File: src/rtl/des_perm_pkg.sv
// des_perm_pkg: DES IP/FP tables, mode codes and bit-numbering helper.
package des_perm_pkg;
  localparam logic [1:0] MODE_BYPASS = 2'b00;
  localparam logic [1:0] MODE_IP = 2'b01;
  localparam logic [1:0] MODE_FP = 2'b10;
  localparam logic [1:0] MODE_RSVD = 2'b11;
  localparam logic [6:0] IP_TABLE [64] = '{
    7'd58, 7'd50, 7'd42, 7'd34, 7'd26, 7'd18, 7'd10, 7'd2,
    7'd60, 7'd52, 7'd44, 7'd36, 7'd28, 7'd20, 7'd12, 7'd4,
    7'd62, 7'd54, 7'd46, 7'd38, 7'd30, 7'd22, 7'd14, 7'd6,
    7'd64, 7'd56, 7'd48, 7'd40, 7'd32, 7'd24, 7'd16, 7'd8,
    7'd57, 7'd49, 7'd41, 7'd33, 7'd25, 7'd17, 7'd9, 7'd1,
    7'd59, 7'd51, 7'd43, 7'd35, 7'd27, 7'd19, 7'd11, 7'd3,
    7'd61, 7'd53, 7'd45, 7'd37, 7'd29, 7'd21, 7'd13, 7'd5,
    7'd63, 7'd55, 7'd47, 7'd39, 7'd31, 7'd23, 7'd15, 7'd7
  };
  localparam logic [6:0] FP_TABLE [64] = '{
    7'd40, 7'd8, 7'd48, 7'd16, 7'd56, 7'd24, 7'd64, 7'd32,
    7'd39, 7'd7, 7'd47, 7'd15, 7'd55, 7'd23, 7'd63, 7'd31,
    7'd38, 7'd6, 7'd46, 7'd14, 7'd54, 7'd22, 7'd62, 7'd30,
    7'd37, 7'd5, 7'd45, 7'd13, 7'd53, 7'd21, 7'd61, 7'd29,
    7'd36, 7'd4, 7'd44, 7'd12, 7'd52, 7'd20, 7'd60, 7'd28,
    7'd35, 7'd3, 7'd43, 7'd11, 7'd51, 7'd19, 7'd59, 7'd27,
    7'd34, 7'd2, 7'd42, 7'd10, 7'd50, 7'd18, 7'd58, 7'd26,
    7'd33, 7'd1, 7'd41, 7'd9, 7'd49, 7'd17, 7'd57, 7'd25
  };
  // DES numbers bits 1..64 from the MSB down
  function automatic int des_bit(input int idx);
    return 64 - idx;
  endfunction
endpackage

File: src/rtl/des_perm_lane.sv
// des_perm_lane: combinational IP/FP/bypass permutation of one 64-bit block.
module des_perm_lane
  import des_perm_pkg::*;
(
  input  logic [63:0] data,
  input  logic [1:0]  mode,
  output logic [63:0] out
);
  logic [63:0] ip, fp;
  always_comb begin
    ip = '0;
    fp = '0;
    for (int i = 1; i <= 64; i++) begin
      ip[des_bit(i)] = data[des_bit(int'(IP_TABLE[i-1]))];
      fp[des_bit(i)] = data[des_bit(int'(FP_TABLE[i-1]))];
    end
    out = mode == MODE_IP ? ip : mode == MODE_FP ? fp : data;
  end
endmodule

File: src/rtl/des_perm_pipe.sv
// des_perm_pipe: LANES-wide DES permutation followed by a STAGES-deep valid/ready pipeline.
module des_perm_pipe
  import des_perm_pkg::*;
#(
  parameter int LANES = 1,
  parameter int STAGES = 1
) (
  input  logic                  clk,
  input  logic                  rst,
  input  logic                  in_valid,
  output logic                  in_ready,
  input  logic [1:0]            in_mode,
  input  logic [64*LANES-1:0]   in_data,
  output logic                  out_valid,
  input  logic                  out_ready,
  output logic [64*LANES-1:0]   out_data,
  output logic                  out_err,
  output logic                  busy
);
  logic [64*LANES-1:0] perm;
  logic [64*LANES-1:0] dat [STAGES];
  logic [64*LANES-1:0] pd [STAGES+1];
  logic [STAGES-1:0] vld, err, load;
  logic [STAGES:0] pv, pe;
  logic full;
  for (genvar l = 0; l < LANES; l++) begin : g_lane
    des_perm_lane u_lane (.data(in_data[64*l +: 64]), .mode(in_mode), .out(perm[64*l +: 64]));
  end
  assign pv = {vld, in_valid};
  assign pe = {err, in_mode == MODE_RSVD};
  // a stage can load if out_ready is high or any stage at or after it is empty
  always_comb begin
    load = '0;
    full = 1'b1;
    pd[0] = perm;
    for (int s = STAGES - 1; s >= 0; s--) begin
      full = full & vld[s];
      load[s] = out_ready | ~full;
    end
    for (int s = 0; s < STAGES; s++) pd[s+1] = dat[s];
  end
  always_ff @(posedge clk) begin
    if (rst) begin
      vld <= '0;
      err <= '0;
      for (int s = 0; s < STAGES; s++) dat[s] <= '0;
    end else begin
      for (int s = 0; s < STAGES; s++) begin
        if (load[s]) begin
          vld[s] <= pv[s];
          err[s] <= pv[s] & pe[s];
          if (pv[s]) dat[s] <= pd[s];
        end
      end
    end
  end
  assign in_ready = load[0];
  assign out_valid = vld[STAGES-1];
  assign out_data = dat[STAGES-1];
  assign out_err = err[STAGES-1];
  assign busy = |vld;
endmodule
File: config.mk
export PLATFORM = sky130hd
export DESIGN_NAME = des_perm_pipe
export DESIGN_NICKNAME = d
export VERILOG_FILES = /design/src/rtl/des_perm_pkg.sv /design/src/rtl/des_perm_lane.sv /design/src/rtl/des_perm_pipe.sv
export SDC_FILE = /design/constraint.sdc
export NUM_CORES = 1
export LEC_CHECK = 0
export CAP_MARGIN = 40
export CORE_MARGIN = 5
export CORE_UTILIZATION = 48
export DETAILED_ROUTE_END_ITERATION = 16
export MAX_ROUTING_LAYER = met4
export PLACE_DENSITY = 0.83
export SYNTH_ARGS = -nofsm -noshare
export SYNTH_HDL_FRONTEND = slang
export SYNTH_HIERARCHICAL = 1
export SYNTH_SLANG_ARGS = --single-unit
File: constraint.sdc
create_clock -name clk -period 4.3 [get_ports clk]
set_clock_uncertainty 0.15 [all_clocks]
set_input_delay 1.29 -clock clk [delete_from_list [all_inputs] [get_ports clk]]
set_output_delay 1.29 -clock clk [all_outputs]
set_load 0.02 [all_outputs]
==> metrics.txt <==
top cell type by total area after synthesis=edfxtp_1; gpl congestion=0.892; Synthesis Warnings=6; global-route wire length before repair=16.7 mm; total iterations of the first detailed-routing run=4; Placed Instances=518; Synth top area share=43.4%; HP Class=flop to flop; startpoint type of the worst setup path=primary input; leakage power summed over all cells=2.27 nW; overall die area=11,300 um^2; largest cells by area after synthesis=edfxtp_1, mux2i_1, nor4b_2; Slew @ Worst Pin=0.648 ns; Die Height=106 um; final setup vio count=0; Max Cap Violations=0; Setup Total Neg Slack=0 ns; critical path required time=2.86 ns; maximum number of pins on one net before global-route repair=55; headroom to the max-slew limit=56.7%; final routed wirelength across all metal layers=10.8 mm; post-cts sizing count=0; total of buffers placed on input and output ports=137; Max rail drop VDD=0.000147 V; number of standard-cell rows in the floorplan=35; fraction of final layout cells with drive strength greater than 1=16.5%; achievable clock frequency=0.248 GHz; Post-synth top flop=edfxtp_1; total power density per cell area=297 nW/um^2; ranking of synthesized cells by instance count=mux2i_1, edfxtp_1, nor4b_2, nor4b_1, buf_2; deepest clock path buffer count=2; per-instance average area after synthesis=14.8 um^2; die width=106 um; Worst setup EP type=primary output; post-synthesis instance area=4430 um^2; initial antenna violation count=0; source-to-sink clock delay at the later pin of the worst-skew pair=0.34 ns; starting DRC count in detailed routing=162; Post-CTS Hold Fix Bufs=0; number of clock sinks seen by CTS=66; number of nets in the synthesized netlist=369; count of antenna-violating nets left after detailed routing=0; maximum fanout count along the critical path=3; Buffers & Inverters on Critical Path=3; clock input transition at the sequential cells of the worst setup and hold paths=0.07 ns; max-slew violation total from the final report=0; longest individual stage delay on the worst path=0.61 ns; FILL cells=710; outcome=complete, no violations; maximum level of the CTS H-tree=3; number of CTS-inserted buffers=9; vias in the first global route=3,185; vias per std cell=5.65; setup repair after global routing missed its margin=no; share of flip-flops with an asynchronous set or reset=0%; number of library cell types mapped by synthesis=21; detail-routed net length per standard cell=20.2 um; initial standard-cell utilization of the core=48.6%; dominant cell type by count on the critical path=clkdlybuf4s50_1; total global-route track usage=19.4%; cell type group with the largest total delay on the critical path=buffers and inverters; post-synthesis sequential element count=66; via count=3,019; worst path arrival time=2.60 ns; Clock Tree Root=clkbuf_8; number of enable-type register cells in the synthesized netlist=64; fraction of the cycle the final worst path needs=94.0%; register area share after synthesis=44.3%; remaining global-route overflow=0; area growth from synthesis to layout=32.3%; count of endpoints failing hold in the final timing report=0; antenna cells=0; TritonCTS clock tree=done; post-layout minimum cycle time=4.04 ns; core outline area=9110 um^2; most frequent cell after synthesis=mux2i_1; critical path's slowest cell=clkdlybuf4s50_1; Post-route DRC=0; sum of net half-perimeters after detailed placement=7.50 mm; I/O Pins=138; Layout Nets=488; WS Path Type=primary input to primary output; post-CTS setup buffers=0; post-route non-filler standard cell count=534; Cell Chain, Critical Path=clkdlybuf4s50_1 > nor2b_4 > inv_1 > clkdlybuf4s50_1; gate count of the mapped netlist=299
==> stage by stage <==
step	power [mW]	utilization (%)	setup WS, ns	cell area [um^2]	hold WS [ns]
2_1_floorplan	1.09	-	0.714	4430	0.489
3_3_place_gp	1.27	62.1	0.269	5660	0.416
3_5_place_dp	1.28	62.4	0.273	5690	0.431
4_1_cts	1.76	64.3	0.256	5860	0.445
5_1_grt	1.81	64.3	0.219	5860	0.456
6_report	1.74	64.3	0.260	5860	0.441
==> layer usage <==
| metal | part of all wire (%) | GRT usage [%] | up-vias |
|---|---|---|---|
| met3 | 4.5 | 3.83 | 14 |
| met2 | 51 | 32.6 | 88 |
| met5 | 0 | - | - |
| met1 | 42 | 23.4 | 1483 |
| li1 | - | - | 1434 |
| met4 | 1.8 | 6.57 | 0 |
==> kinds of logic (layout without fill, tap and decap cells) <==
| logic type | after synthesis | in the layout | share of synthesized area, % |
|---|---|---|---|
| DFF | 66 | 66 | 44.3 |
| buffers and inverters | 40 | 164 | 8.30 |
| muxes | 122 | 122 | 27.6 |
| AOI/OAI and AO/OA | 3 | 3 | 0.480 |
| and+or+nand+nor | 67 | 67 | 18.9 |
| xor gates and xnor gates | 1 | 1 | 0.367 |
==> final cells by class <==
cell class	instances	area (um^2)	area share, %
Sequential cell	66	1960	33.5
Clock buffer	13	159	2.71
Tap cell	111	139	2.37
Clock inverter	3	15.0	0.256
Multi-Input combinational cell	193	2100	35.9
Inverter	2	7.51	0.128
Timing Repair Buffer	146	1480	25.2
==> path summary, 6_finish.rpt <==
check,depth (start not counted),slack (ns),startpoint,to
max reg2reg,4,2.57,busy,dat[0][61]
min reg2reg,2,0.44,out_err,out_err
max,4,0.26,out_ready,in_ready
min,2,0.44,out_err,out_err
==> worst min-delay path: stages, from the launching register on <==
cell     delay (ns)
dfxtp_1        0.32
or4bb_1        0.18
o41ai_1        0.05
==> power breakdown <==
| group | leakage [nW] | internal, mW | switching [mW] |
|---|---|---|---|
| clock network | 0.0932 | 0.239 | 0.235 |
| registers | 0.714 | 0.765 | 0.0177 |
| logic | 1.46 | 0.247 | 0.238 |
==> placed cells by master (no fill, tap or decap) <==
master and n:
nand2_1 1, a21o_2 1, mux2i_1 120, nor2b_4 1, xor2_2 1, clkinv_2 3, dfxtp_1 2, edfxtp_1 64
inv_2 1, nor4b_1 24, a21oi_1 1, buf_12 2, buf_4 9, clkdlybuf4s50_1 134, clkbuf_1 2, nor4b_2 40
o41ai_1 1, buf_16 1, clkbuf_8 11, mux2_1 2, or4bb_1 1, inv_1 1
==> sequential cells by signal, indices dropped and copies added, names as in the netlist <==
name     cells
dat         64
busy         1
out_err      1
No activity file was read; power rests on OpenSTA's default activity.
